[config.mk]
export PLATFORM = sky130hd
export DESIGN_NAME = fifo_uart_tx
export DESIGN_NICKNAME = d
export VERILOG_FILES = /design/src/rtl/uart_pkg.sv /design/src/rtl/uart_baud_counter.sv /design/src/rtl/fifo_uart_tx.sv
export SDC_FILE = /design/constraint.sdc
export NUM_CORES = 1
export LEC_CHECK = 0
export CELL_PAD_IN_SITES_DETAIL_PLACEMENT = 1
export CELL_PAD_IN_SITES_GLOBAL_PLACEMENT = 1
export CORE_MARGIN = 4
export CORE_UTILIZATION = 32
export DETAILED_ROUTE_END_ITERATION = 10
export DONT_BUFFER_PORTS = 1
export GPL_TIMING_DRIVEN = 0
export PLACE_DENSITY_LB_ADDON = 0.1
export SETUP_SLACK_MARGIN = 0.15
export SYNTH_ARGS = -nofsm -noshare
export SYNTH_HDL_FRONTEND = slang
export SYNTH_HIERARCHICAL = 1
export SYNTH_SLANG_ARGS = --single-unit
[constraint.sdc]
create_clock -name clk -period 3.2 [get_ports clk]
set_clock_uncertainty 0.05 [all_clocks]
set_input_delay 0.16 -clock clk [delete_from_list [all_inputs] [get_ports clk]]
set_output_delay 0.16 -clock clk [all_outputs]
set_load 0.02 [all_outputs]
[src/rtl/uart_pkg.sv]
`default_nettype none
// ============================================================================
// Module   : uart_pkg
// Purpose  : Shared types and constants for the FIFO-fed UART transmitter:
//            the transmitter state encoding, the data width of a UART
//            character and the parity-mode selectors.
// Ports    : none (package)
// Revision : 1.0 - initial release
// ============================================================================
package uart_pkg;

    typedef enum logic [2:0] {
        ST_IDLE   = 3'd0,
        ST_LOAD   = 3'd1,
        ST_START  = 3'd2,
        ST_DATA   = 3'd3,
        ST_PARITY = 3'd4,
        ST_STOP   = 3'd5
    } uart_state_t;

    localparam int   c_data_bits   = 8;
    localparam logic c_parity_even = 1'b0;
    localparam logic c_parity_odd  = 1'b1;

    // Even parity makes the total count of ones even, so the bit equals the
    // XOR of the data; odd parity is its complement.
    function automatic logic parity_bit(input logic [c_data_bits-1:0] data,
                                        input logic                   mode);
        return (mode == c_parity_odd) ? ~^data : ^data;
    endfunction

endpackage : uart_pkg
`default_nettype wire

[src/rtl/uart_baud_counter.sv]
`default_nettype none
// ============================================================================
// Module   : uart_baud_counter
// Purpose  : Free-running bit-period counter. Counts 0..CLKS_PER_BIT-1 and
//            restarts on every bit boundary, so every bit is exactly
//            CLKS_PER_BIT clocks long.
// Ports    : clk     in  clock
//            rst     in  synchronous active-high reset
//            clear   in  hold the counter at zero
//            bit_end out high in the last clock of a bit period
// Revision : 1.0 - initial release
// ============================================================================
module uart_baud_counter #(
    parameter int CLKS_PER_BIT = 868
) (
    input  logic clk,
    input  logic rst,
    input  logic clear,
    output logic bit_end
);

    localparam int c_cnt_w = (CLKS_PER_BIT > 1) ? $clog2(CLKS_PER_BIT) : 1;
    localparam logic [c_cnt_w-1:0] c_last = c_cnt_w'(CLKS_PER_BIT - 1);

    logic [c_cnt_w-1:0] r_cnt_q;
    logic [c_cnt_w-1:0] w_cnt_d;

    assign bit_end = (r_cnt_q == c_last);

    always_comb begin
        w_cnt_d = r_cnt_q + c_cnt_w'(1);
        if (clear || bit_end) begin
            w_cnt_d = '0;
        end
    end

    always_ff @(posedge clk) begin
        if (rst) begin
            r_cnt_q <= '0;
        end else begin
            r_cnt_q <= w_cnt_d;
        end
    end

endmodule : uart_baud_counter
`default_nettype wire

[src/rtl/fifo_uart_tx.sv]
`default_nettype none
// ============================================================================
// Module   : fifo_uart_tx
// Purpose  : Pops bytes from a registered-read FIFO and serialises each one
//            as a UART frame: start bit, 8 data bits LSB first, optional
//            parity bit, 1 or 2 stop bits.
// Ports    : clk          in  clock
//            rst          in  synchronous active-high reset
//            enable       in  permits fetching a new byte
//            fifo_empty   in  FIFO empty flag
//            fifo_rd_data in  FIFO read data, valid the cycle after the pop
//            fifo_rd_en   out pop request (combinational)
//            tx           out serial line, idle high
//            busy         out high whenever not idle
//            tx_done      out one-cycle pulse per completed frame
//            frame_count  out completed frames, wraps at 0xFFFF
// Revision : 1.0 - initial release
// ============================================================================
module fifo_uart_tx
    import uart_pkg::*;
#(
    parameter int CLKS_PER_BIT = 868,
    parameter int PARITY_EN    = 0,
    parameter int PARITY_ODD   = 0,
    parameter int STOP_BITS    = 1
) (
    input  logic        clk,
    input  logic        rst,
    input  logic        enable,
    input  logic        fifo_empty,
    input  logic [7:0]  fifo_rd_data,
    output logic        fifo_rd_en,
    output logic        tx,
    output logic        busy,
    output logic        tx_done,
    output logic [15:0] frame_count
);

    localparam logic [2:0] c_last_data_idx = 3'(c_data_bits - 1);
    localparam logic [2:0] c_last_stop_idx = 3'(STOP_BITS - 1);
    localparam logic       c_parity_mode   = (PARITY_ODD != 0) ? c_parity_odd : c_parity_even;

    uart_state_t            r_state_q, w_state_d;
    logic [c_data_bits-1:0] r_shift_q, w_shift_d;
    logic                   r_parity_q, w_parity_d;
    logic [2:0]             r_bit_idx_q, w_bit_idx_d;
    logic                   r_tx_q, w_tx_d;
    logic                   r_busy_q, w_busy_d;
    logic                   r_tx_done_q, w_tx_done_d;
    logic [15:0]            r_frame_count_q, w_frame_count_d;

    logic                   w_bit_end;
    logic                   w_baud_clear;
    logic [2:0]             w_next_idx;

    // The pop is issued from IDLE; the FIFO presents the byte during LOAD.
    assign fifo_rd_en   = (r_state_q == ST_IDLE) && enable && !fifo_empty && !rst;
    // Counter is held in IDLE/LOAD so START begins a fresh full bit period.
    assign w_baud_clear = (r_state_q == ST_IDLE) || (r_state_q == ST_LOAD);
    assign w_next_idx   = r_bit_idx_q + 3'd1;

    uart_baud_counter #(
        .CLKS_PER_BIT(CLKS_PER_BIT)
    ) u_baud (
        .clk    (clk),
        .rst    (rst),
        .clear  (w_baud_clear),
        .bit_end(w_bit_end)
    );

    always_comb begin
        w_state_d       = r_state_q;
        w_shift_d       = r_shift_q;
        w_parity_d      = r_parity_q;
        w_bit_idx_d     = r_bit_idx_q;
        w_tx_d          = r_tx_q;
        w_tx_done_d     = 1'b0;
        w_frame_count_d = r_frame_count_q;

        case (r_state_q)
            ST_IDLE: begin
                w_tx_d = 1'b1;
                if (fifo_rd_en) begin
                    w_state_d = ST_LOAD;
                end
            end
            ST_LOAD: begin
                w_shift_d   = fifo_rd_data;
                w_parity_d  = parity_bit(fifo_rd_data, c_parity_mode);
                w_bit_idx_d = 3'd0;
                w_tx_d      = 1'b0;
                w_state_d   = ST_START;
            end
            ST_START: begin
                if (w_bit_end) begin
                    w_tx_d      = r_shift_q[0];
                    w_bit_idx_d = 3'd0;
                    w_state_d   = ST_DATA;
                end
            end
            ST_DATA: begin
                if (w_bit_end) begin
                    if (r_bit_idx_q == c_last_data_idx) begin
                        w_bit_idx_d = 3'd0;
                        if (PARITY_EN != 0) begin
                            w_tx_d    = r_parity_q;
                            w_state_d = ST_PARITY;
                        end else begin
                            w_tx_d    = 1'b1;
                            w_state_d = ST_STOP;
                        end
                    end else begin
                        w_bit_idx_d = w_next_idx;
                        w_tx_d      = r_shift_q[w_next_idx];
                    end
                end
            end
            ST_PARITY: begin
                if (w_bit_end) begin
                    w_tx_d      = 1'b1;
                    w_bit_idx_d = 3'd0;
                    w_state_d   = ST_STOP;
                end
            end
            ST_STOP: begin
                // The bit index doubles as the stop-bit counter here.
                if (w_bit_end) begin
                    if (r_bit_idx_q == c_last_stop_idx) begin
                        w_bit_idx_d     = 3'd0;
                        w_tx_done_d     = 1'b1;
                        w_frame_count_d = r_frame_count_q + 16'd1;
                        w_state_d       = ST_IDLE;
                    end else begin
                        w_bit_idx_d = w_next_idx;
                    end
                end
            end
            default: begin
                w_tx_d    = 1'b1;
                w_state_d = ST_IDLE;
            end
        endcase

        w_busy_d = (w_state_d != ST_IDLE);
    end

    always_ff @(posedge clk) begin
        if (rst) begin
            r_state_q       <= ST_IDLE;
            r_shift_q       <= '0;
            r_parity_q      <= 1'b0;
            r_bit_idx_q     <= 3'd0;
            r_tx_q          <= 1'b1;
            r_busy_q        <= 1'b0;
            r_tx_done_q     <= 1'b0;
            r_frame_count_q <= 16'd0;
        end else begin
            r_state_q       <= w_state_d;
            r_shift_q       <= w_shift_d;
            r_parity_q      <= w_parity_d;
            r_bit_idx_q     <= w_bit_idx_d;
            r_tx_q          <= w_tx_d;
            r_busy_q        <= w_busy_d;
            r_tx_done_q     <= w_tx_done_d;
            r_frame_count_q <= w_frame_count_d;
        end
    end

    assign tx          = r_tx_q;
    assign busy        = r_busy_q;
    assign tx_done     = r_tx_done_q;
    assign frame_count = r_frame_count_q;

endmodule : fifo_uart_tx
`default_nettype wire

==> impl_results.md, run 1 <==
* Status: complete, no violations
* Pre-antenna DRT Iters at 4
* Crit path kind: reg -> reg
* Starting Density at 0.336
* Startpoint types: flip-flop
* Final period utilization at 0.899
* Synth area leader: dfxtp_1
* Seq/Total Area, Yosys at 0.423
* Max-Cap Viols at 0
* Hold Path Class: in -> reg
* Lkg Pwr at about 0.00075 uW
* Total CTS buffers at 5
* Area Growth Syn to Fin at 14.2%
* Multi-input gate area at 0.00111 mm^2
* Avg Cell Area, Syn at ~8.7 um^2
* Number of DRC markers in iteration 0 at 45
* Fin. Hold Viols at 0
* Worst-case reg-to-reg path depth at 10
* Critical path's slowest cell: or4_1
* H-Tree Depth at 2
* Routed Antenna Nets at 0
* Post-CTS setup buffers at 0
* Critical Path Fanout Max at 9
* Largest cells by area after synthesis: dfxtp_1 (42%), nor2_1 (5.4%), a21oi_1 (4.4%)
* DIE AREA at 0.00770 mm^2
* Worst r2r dst: frame_count[15]
* Cell Area, Synth at 0.00203 mm^2
* Layout fillers at 733
* Core area at 0.00606 mm^2
* Max VDD drop at 179 uV
* Reg area at 861 um^2
* Fin cells at 325
* Bufs and invs on worst path at 2
* GR Overflow Total at 0
* Fmax at 0.348 GHz
* Max-slew headroom at 0.625
* Syn Inst Count at about 230
* Worst endpoint data arrival time at 3.06 ns
* Antenna cells at 0
* Vias/cell at 5.29
* Std cell rows at 28
* Clock transition at the registers of the reported paths at 0.09 ns
* Post-Syn Nets at 251
* Slowest stage delay, CP at around 0.53 ns
* Worst R2R Start: u_baud/r_cnt_q[0]
* Die width at 87.7 um
* Yosys reg bits at 43
* IO Pins at 32
* Setup tns final at 0 ns
* Library cells used by synthesis at 41
* Root buffer cell: clkbuf_8
* R2r setup slk at 0.32 ns
* CTS Buffer Depth at 2
* Slew Viols, Final at 0
* Largest net degree at the start of global routing at 13
* Crit path time final at 2.88 ns
* Share of cells above drive strength 1 at 0.0720
* Endpoint type of the worst setup path: flip-flop
* Slew @ Worst Pin at 0.562 ns
* First-pass GRT wire length at 8.12 mm
* FFs w/ async S/R, synth at 0
* Yosys top cell area share at 0.423
* WL final at 4.95 mm
* Inst Count DP at just over 300
* CTS Sinks at 43
* Post-synth EDFFs at 0
* CTS tree: done
* CP required at 3.38 ns
* YS warnings at 6
* Setup crit start: u_baud/r_cnt_q[0]
* Worst setup path endpoint: frame_count[15]
* Die Ht at 87.7 um
* Vias in the first global route at 1,670
* Cell Chain, Critical Path: ha_1 > nor2b_1 > nand2_1 > nor2_1 > buf_2 > nand4b_4 > or4_1 > buf_2 > or4_1 > a21oi_1
* Routed length per instance at 15.2 um
* Initial antenna violation count at 0
* Pwr dens at 428 mW/mm^2
* Via count at 1,718
* Setup violations, final at 0
* PortBufs at 0
* Synth Flop Type: dfxtp_1
* RSZ-0062 raised after global routing: false
* Total track usage at 0.135
* Nets at 266
* Routability Congestion at 0.745
* Remaining DRCs at 0
* Top delay family on crit path: simple AND/OR/NAND/NOR gates
* Clk_lat worst skew at 0.30 ns
* Worst path depth at 10
* Final HPWL DP at 3.60 mm
worst min-delay path by stage:
stage	from	endpoint	slack (ns)	cells past startpoint
6_report	rst	u_baud/r_cnt_q[6]	0.04	2
5_1_grt	rst	u_baud/r_cnt_q[9]	0.04	2
4_1_cts	rst	u_baud/r_cnt_q[6]	0.03	2
3_5_place_dp	fifo_rd_data[0]	r_shift_q[0]	0.26	2
3_3_place_gp	fifo_rd_data[0]	r_shift_q[0]	0.25	2
2_1_floorplan	fifo_rd_data[0]	r_shift_q[0]	0.25	2
placed cells by master (no fill, tap or decap), types with 2 or more instances in the layout:
cell type | Yosys | layout
nand3_1 | 10 | 10
nor2_1 | 29 | 29
xnor2_1 | 7 | 7
xor2_1 | 5 | 5
buf_2 | 4 | 4
mux2i_1 | 9 | 9
nand4_1 | 9 | 9
a31oi_1 | 2 | 2
o21ai_0 | 12 | 12
or4_1 | 2 | 2
nor4_1 | 2 | 2
a21oi_1 | 18 | 18
and4b_1 | 2 | 2
clkbuf_8 | 0 | 7
nand2b_1 | 2 | 2
or3_1 | 10 | 10
o22a_1 | 2 | 2
and4_1 | 2 | 2
nor3_1 | 4 | 4
ha_1 | 5 | 5
inv_1 | 9 | 9
o32a_1 | 2 | 2
dfxtp_1 | 43 | 43
o22ai_1 | 3 | 3
clkbuf_1 | 7 | 8
mux4_2 | 2 | 2
nor2b_1 | 2 | 2
nand2_1 | 16 | 16
dlygate4sd3_1 | 0 | 8
state kept, by name, indices dropped and copies added, names as in the netlist:
name	cells
busy	1
frame_count	16
r_bit_idx_q	3
r_shift_q	8
r_state_q	3
tx	1
tx_done	1
u_baud/r_cnt_q	10
layout make-up:
class | instances | share of cell area
clock buffer | 8 | 0.0431
timing repair buffer | 8 | 0.0345
sequential | 43 | 0.370
inverter | 9 | 0.0145
multi-input combinational | 171 | 0.477
buffer | 11 | 0.0199
tap | 75 | 0.0404
synthesized netlist by cell type, types with 2 or more instances:
| cell | count |
|---|---|
| inv_1 | 9 |
| o22ai_1 | 3 |
| nand3_1 | 10 |
| o32a_1 | 2 |
| nand2b_1 | 2 |
| nor2b_1 | 2 |
| mux4_2 | 2 |
| and4b_1 | 2 |
| nor4_1 | 2 |
| xnor2_1 | 7 |
| a21oi_1 | 18 |
| mux2i_1 | 9 |
| a31oi_1 | 2 |
| o22a_1 | 2 |
| o21ai_0 | 12 |
| buf_2 | 4 |
| nor3_1 | 4 |
| dfxtp_1 | 43 |
| ha_1 | 5 |
| or3_1 | 10 |
| clkbuf_1 | 7 |
| nand4_1 | 9 |
| nor2_1 | 29 |
| xor2_1 | 5 |
| or4_1 | 2 |
| nand2_1 | 16 |
| and4_1 | 2 |
worst register-to-register path, cell delays in order (launching register included):
cell      delay, ns
dfxtp_1        0.37
ha_1           0.25
nor2b_1        0.24
nand2_1        0.13
nor2_1         0.11
buf_2          0.22
nand4b_4       0.17
or4_1          0.53
buf_2          0.18
or4_1          0.40
a21oi_1        0.15
kinds of logic after synthesis:
| group | Yosys count | synth area share |
|---|---|---|
| buf+inv | 20 | 0.0394 |
| mux | 11 | 0.0664 |
| compound gates | 43 | 0.126 |
| fa+ha+maj | 5 | 0.0308 |
| simple gates | 100 | 0.263 |
| xor+xnor | 12 | 0.0517 |
| flops | 43 | 0.423 |
what timing repair did:
| item | 4_1_cts | 5_1_grt |
|---|---|---|
| endpoints found under the setup margin | 1 | 7 |
| hold endpoints to repair | 8 | 0 |
| hold buffers | 8 | 0 |
| resized for setup | 1 | 1 |
where the power goes:
part | internal [uW] | switching (uW)
Sequential | 543 | 10.5
Clock | 197 | 189
Combinational | 24.7 | 29.3
through the flow:
step,cell area (um^2),utilization,power (uW),worst slack (ns),hold WS (ns)
2_1_floorplan,2030,-,601,0.573,0.250
3_3_place_gp,2130,0.351,613,0.194,0.255
3_5_place_dp,2130,0.351,613,0.187,0.263
4_1_cts,2310,0.382,1020,0.274,0.0296
5_1_grt,2320,0.383,1050,0.142,0.0415
6_report,2320,0.383,994,0.323,0.0383
metal layers:
metal / global-route usage / up-vias / share of wire
li1: - / 866 / -
met1: 0.180 / 820 / 0.49
met2: 0.211 / 25 / 0.45
met3: 0.0357 / 7 / 0.042
met4: 0.0418 / 0 / 0.012
met5: 0 / - / 0
(Power assumes the default switching activity.)
==> run 2: changes to the inputs <==
==> constraint.sdc (replaced) <==
create_clock -name clk -period 2.55 [get_ports clk]
set_clock_uncertainty 0.05 [all_clocks]
set_input_delay 0.51 -clock clk [delete_from_list [all_inputs] [get_ports clk]]
set_output_delay 0.51 -clock clk [all_outputs]
set_load 0.02 [all_outputs]
==> run 2 against run 1 <==
Effect of this change: utilization is 1.5 points higher; sequential share of layout area down 0.85 points; fmax increased by 23%; routed wire length rose by 3.7%; critical path type unchanged.
==> impl_results.md, run 2 (synthesis gave the netlist of run 1 again) <==
* Status: complete, no violations
* Slew @ Worst Pin at 0.587 ns (+0.0250 ns)
* Initial antenna violation count at 0 (unchanged)
* Endpoint type of the worst setup path: flip-flop
* Lkg Pwr at 0.000779 uW (+4.4%)
* Nets at 268 (+0.75%)
* Fin. Hold Viols at 0 (unchanged)
* Design area at 0.00242 mm^2 (+4.0%)
* Slowest stage delay, CP at 0.61 ns (+0.08 ns)
* Most frequent cells in the layout: dfxtp_1 (38), nor2_1 (28), a21oi_1 (17)
* Setup tns final at 0 ns (unchanged)
* Root buffer cell: clkbuf_8
* Final HPWL DP at 3.64 mm (+1.0%)
* DIE AREA at 0.00770 mm^2 (unchanged)
* Worst endpoint data arrival time at 2.53 ns (-0.53 ns)
* Max-slew headroom at 0.609 (-0.0166)
* Largest net degree at the start of global routing at 14 (+1)
* Final period utilization at 0.920 (+0.0214)
* Area Growth Syn to Fin at 18.8%
* Crit path time final at 2.35 ns (-0.530 ns)
* Routed length per instance at 15.7 um (+3.0%)
* Remaining DRCs at 0 (unchanged)
* Commonest non-fill, non-tap cell in the layout: dfxtp_1
* Number of DRC markers in iteration 0 at 40 (-11%)
* Via count at 1,711 (-0.41%)
* First-pass GRT wire length at 8.62 mm (+6.1%)
* Die Ht at 87.7 um (unchanged)
* Setup violations, final at 0 (unchanged)
* Std cell rows at 28 (unchanged)
* Pre-CTS WS at -0.0680 ns (-0.255 ns)
* Routed Antenna Nets at 0 (unchanged)
* Pre-antenna DRT Iters at 4 (unchanged)
* CP required at 2.74 ns (-0.64 ns)
* Multi-input gate area at 0.00116 mm^2 (+5.1%)
* CTS Buffer Depth at 2 (unchanged)
* Crit path kind: reg -> reg
* GR Overflow Total at 0 (unchanged)
* Pwr dens at 544 mW/mm^2 (+27%)
* Cell Chain, Critical Path: nor4b_4 > nand2_2 > nor2_4 > buf_6 > nand4b_4 > or4b_4 > or3_4 > a21oi_2
* Post-layout util at 0.399 (+0.0153)
* Critical path's slowest cell: or4b_4
* Total CTS buffers at 5 (unchanged)
* H-Tree Depth at 2 (unchanged)
* Antenna cells at 0 (unchanged)
* Max-Cap Viols at 0 (unchanged)
* CTS Sinks at 43 (unchanged)
* Reg area at 875 um^2 (+1.6%)
* Die width at 87.7 um (unchanged)
* Fmax at 0.426 GHz (+23%)
* Hold Path Class: in -> reg
* Critical Path Fanout Max at 8 (-1)
* Max reg flops at 16 (unchanged)
* Max VDD drop at 273 uV (+53%)
* Setup slack after layout at 0.203 ns (-0.120 ns)
* Layout fillers at 727 (-0.82%)
* Routability Congestion at 0.718 (-3.6%)
* Vias/cell at 5.23 (-1.0%)
* RSZ-0062 raised after global routing: true
* Placed Area at 0.00218 mm^2 (+2.5%)
* Vias in the first global route at 1,764 (+5.6%)
* Startpoint types: flip-flop
* Core area at 0.00606 mm^2 (unchanged)
* CTS tree: done
* WL final at 5.14 mm (+3.7%)
* Slew Viols, Final at 0 (unchanged)
* IO Pins at 32 (unchanged)
* PortBufs at 0 (unchanged)
* Share of cells above drive strength 1 at 0.171 (+0.0986)
* Total track usage at 0.141 (+0.00654)
* Clock transition at the registers of the reported paths at 0.09 ns (about the same)
* Starting Density at 0.336 (unchanged)
* Clk_lat worst skew at 0.30 ns (about the same)
## run 2: cell types whose count changed in the layout (fill, tap and decap cells not counted), sizes merged
cell	delta
buf	+10
bufinv	+1
clkbuf	-2
clkinv	+1
dlygate4sd3	-8
## run 2: cell type report
class                   count  share of cell area
clock inverters             2              0.0145
clock buffers               6              0.0342
flip-flops and latches     43               0.362
repair buffers             10              0.0300
well taps                  75              0.0388
multi-input cells         171               0.482
inverters                   9              0.0140
plain buffers              11              0.0243
## run 2: worst paths after layout
path                                        start  depth (start not counted)           endpoint  slack [ns]
worst max register to register  u_baud/r_cnt_q[2]                          8    frame_count[10]        0.20
worst min register to register  u_baud/r_cnt_q[0]                          1  u_baud/r_cnt_q[0]        0.41
worst max-delay path            u_baud/r_cnt_q[2]                          8    frame_count[10]        0.20
worst min-delay path              fifo_rd_data[0]                          2       r_shift_q[0]        0.31
## run 2: repair_timing
| item | in CTS | in global routing |
|---|---|---|
| hold endpoints to repair | 0 | 0 |
| setup endpoints to repair | 9 | 10 |
| hold buffers | 0 | 0 |
| gates cloned | 1 | 0 |
| buffers inserted | 7 | 2 |
| gates resized for setup | 7 | 7 |
| pin swaps | 6 | 7 |
## run 2: critical path, delay by kind of cell (launching register included)
family | cells | cell delay [ns]
flip-flops | 1 | 0.37
buffers and inverters | 1 | 0.12
AO/OA/AOI/OAI | 1 | 0.11
AND/OR/NAND/NOR | 6 | 1.64
## run 2: per-stage QoR
stage               hold slack [ns]  std cells  total power, uW
floorplan                     0.354        234              754
global placement              0.372        309              771
detailed placement            0.378        309              771
CTS                           0.305        325             1340
global route                  0.305        327             1380
finish                        0.313        327             1310
## run 2: routing by layer
layer	share of wire	up-vias	GRT usage
li1	-	866	-
met1	0.48	822	0.182
met2	0.47	19	0.232
met3	0.041	4	0.0395
met4	0.0090	0	0.0377
met5	0	-	0
## run 2: power by group
group | total, uW | switching (uW) | internal (uW)
Combinational | 59.6 | 36.2 | 23.4
Clock | 561 | 244 | 317
Sequential | 693 | 13.8 | 679
==> run 3: changes to the inputs <==
--- a/config.mk
+++ b/config.mk
@@ -8,7 +8,7 @@
 export CELL_PAD_IN_SITES_DETAIL_PLACEMENT = 1
 export CELL_PAD_IN_SITES_GLOBAL_PLACEMENT = 1
 export CORE_MARGIN = 4
-export CORE_UTILIZATION = 32
+export CORE_UTILIZATION = 42
 export DETAILED_ROUTE_END_ITERATION = 10
 export DONT_BUFFER_PORTS = 1
 export GPL_TIMING_DRIVEN = 0
==> run 3 against run 2 <==
Effect of this change: fmax shrank 3.0%; register-to-register slack lost 0.07 ns; setup slack worse by 0.072 ns; cell count decreased by 1.2%; sequential power is essentially flat; critical endpoint is now frame_count[15].
==> impl_results.md, run 3 (synthesis gave the netlist of run 1 again) <==
* Lkg Pwr at 0.000805 uW (+3.3%)
* Fin. Hold Viols at 0 (unchanged)
* Vias/cell at 5.53 (+5.7%)
* Worst-case reg-to-reg path depth at 9 (+1)
* R2r setup slk at 0.13 ns (-0.07 ns)
* GR Overflow Total at 0 (unchanged)
* Logic gate share of total power at 0.043 (-0.002)
* RSZ-0062 raised after global routing: true
* CTS Sinks at 43 (unchanged)
* Max-Cap Viols at 0 (unchanged)
* Area Growth Syn to Fin at 19.7%
* Antenna cells at 0 (unchanged)
* Most frequent cells in the layout: dfxtp_1 (39), nor2_1 (28), a21oi_1 (17)
* Hold Path Class: in -> reg
* Fin cells at 323 (-1.2%)
* Remaining DRCs at 0 (unchanged)
* Std cell rows at 25 (-11%)
* Met2 wire len at 2.44 mm (+2.1%)
* Cell mode on critical path: buf_6
* Slew @ Worst Pin at 0.601 ns (+0.0143 ns)
* CP required at 2.72 ns (-0.02 ns)
* Met1 wire length at 2.33 mm (-6.3%)
* Placed Area at 0.00217 mm^2 (-0.46%)
* Worst endpoint data arrival time at 2.59 ns (+0.06 ns)
* Slew Viols, Final at 0 (unchanged)
* Die width at 77.6 um (-12%)
* Post-layout util at 0.515 (+0.117)
* Share of cells above drive strength 1 at 0.176 (+0.00515)
* CTS tree: done
* Met3 WL at 254 um (+22%)
* Max VDD drop at 324 uV (+18%)
* WL final at 5.09 mm (-0.92%)
* Setup tns final at 0 ns (unchanged)
* Largest net degree at the start of global routing at 14 (unchanged)
* DIE AREA at 0.00602 mm^2 (-22%)
* Root buffer cell: clkbuf_8
* Setup violations, final at 0 (unchanged)
* Final HPWL DP at 3.47 mm (-4.6%)
* PortBufs at 0 (unchanged)
* Hold depth at 2 (unchanged)
* Total power at 1380 uW (+5.3%)
* Inst Count DP at 301 (-2.6%)
* Layout fillers at 559 (-23%)
* Clk pwr share at 0.456 (+0.029)
* Total track usage at 0.175 (+0.0342)
* Max-slew headroom at 0.599 (-0.00952)
* IO Pins at 32 (unchanged)
* Final period utilization at 0.949 (+0.0283)
* Pre-antenna DRT Iters at 4 (unchanged)
* CTS Buffer Depth at 2 (unchanged)
* Startpoint types: flip-flop
* Commonest non-fill, non-tap cell in the layout: dfxtp_1
* Routed Antenna Nets at 0 (unchanged)
* Pwr dens at 568 mW/mm^2 (+4.5%)
* Clock transition at the registers of the reported paths at 0.08 ns (about the same)
* Via count at 1,787 (+4.4%)
* Crit path kind: reg -> reg
* Critical path's slowest cell: or4_4
* Total CTS buffers at 5 (unchanged)
* Die Ht at 77.6 um (-12%)
* Routed length per instance at 15.8 um (+0.31%)
* P_sw at 289 uW (-1.7%)
* Routability Congestion at 0.732 (+1.9%)
* Switch share at 0.209 (-0.0148)
* First-pass GRT wire length at 8.44 mm (-2.1%)
* Flop pwr share at 0.501 (-0.026)
* Top layer reached by signal wires: met4
* Vias in the first global route at 1,719 (-2.6%)
* Nets at 272 (+1.5%)
* Max reg flops at 16 (unchanged)
* Endpoint type of the worst setup path: flip-flop
* Starting Density at 0.431 (+0.0951)
* H-Tree Depth at 2 (unchanged)
* Fmax at 0.413 GHz (-3.0%)
* Number of DRC markers in iteration 0 at 42 (+5.0%)
* Clk_lat worst skew at 0.29 ns (about the same)
* Design area at 0.00243 mm^2 (+0.78%)
* Status: complete, no violations
* Crit path time final at 2.42 ns (+0.0721 ns)
* Hold buffers post-CTS at 0 (unchanged)
* Initial antenna violation count at 0 (unchanged)
* Critical Path Fanout Max at 9 (+1)
* Cell Chain, Critical Path: nor4b_4 > nand2_2 > nor2_2 > buf_6 > nand4b_4 > or4_4 > buf_6 > or4_1 > a21oi_1
* Slowest stage delay, CP at 0.52 ns (-0.09 ns)
* Int Power at 1090 uW (+7.3%)
* Core area at 0.00472 mm^2 (-22%)
==> run 3: critical path: cells and delay by family, from the launching register on <==
family	cells	cell delay (ns)
AND/OR/NAND/NOR	6	1.54
flip-flops	1	0.37
buffers and inverters	2	0.27
AO/OA/AOI/OAI	1	0.12
==> run 3: area by class of cell <==
cell class	count	area [um^2]	area share
timing repair buffer	14	105	0.0432
inverter	9	33.8	0.0139
clock buffer	6	72.6	0.0298
buffer	11	58.8	0.0242
tap	67	83.8	0.0344
clock inverter	2	60.1	0.0247
sequential	43	871	0.358
multi-input combinational	171	1150	0.472
==> run 3: worst paths after layout <==
check	from	end
hold / removal	fifo_rd_data[0]	r_shift_q[0]
setup / recovery	u_baud/r_cnt_q[2]	frame_count[15]
setup reg to reg	u_baud/r_cnt_q[2]	frame_count[15]
hold reg to reg	u_baud/r_cnt_q[0]	u_baud/r_cnt_q[0]
==> run 3: routing by layer <==
| layer | track usage | vias to the layer above |
|---|---|---|
| met5 | 0 | - |
| met4 | 0.0587 | 0 |
| met3 | 0.0371 | 7 |
| met2 | 0.283 | 32 |
| met1 | 0.232 | 864 |
| li1 | - | 884 |
==> run 3: timing repair <==
action | 4_1_cts | 5_1_grt
gates resized for setup | 3 | 6
setup endpoints to repair | 9 | 9
pin swaps | 4 | 11
buffers inserted | 5 | 9
==> run 3: through the flow <==
step / hold slack, ns / setup slack (ns)
6_report: 0.306 / 0.131
5_1_grt: 0.315 / -0.00741
4_1_cts: 0.299 / 0.113
3_5_place_dp: 0.375 / -0.0372
3_3_place_gp: 0.369 / -0.00151
2_1_floorplan: 0.354 / 0.151
==> run 3: power by group through the flow <==
| stage | logic, uW | registers [uW] | clock network, uW |
|---|---|---|---|
| 6_report | 59.6 | 693 | 630 |
| 5_1_grt | 67.6 | 696 | 675 |
| 4_1_cts | 59.7 | 695 | 649 |
| 3_5_place_dp | 59.5 | 712 | 0 |
| 3_3_place_gp | 58.3 | 712 | 0 |
| 2_1_floorplan | 46.4 | 708 | 0 |
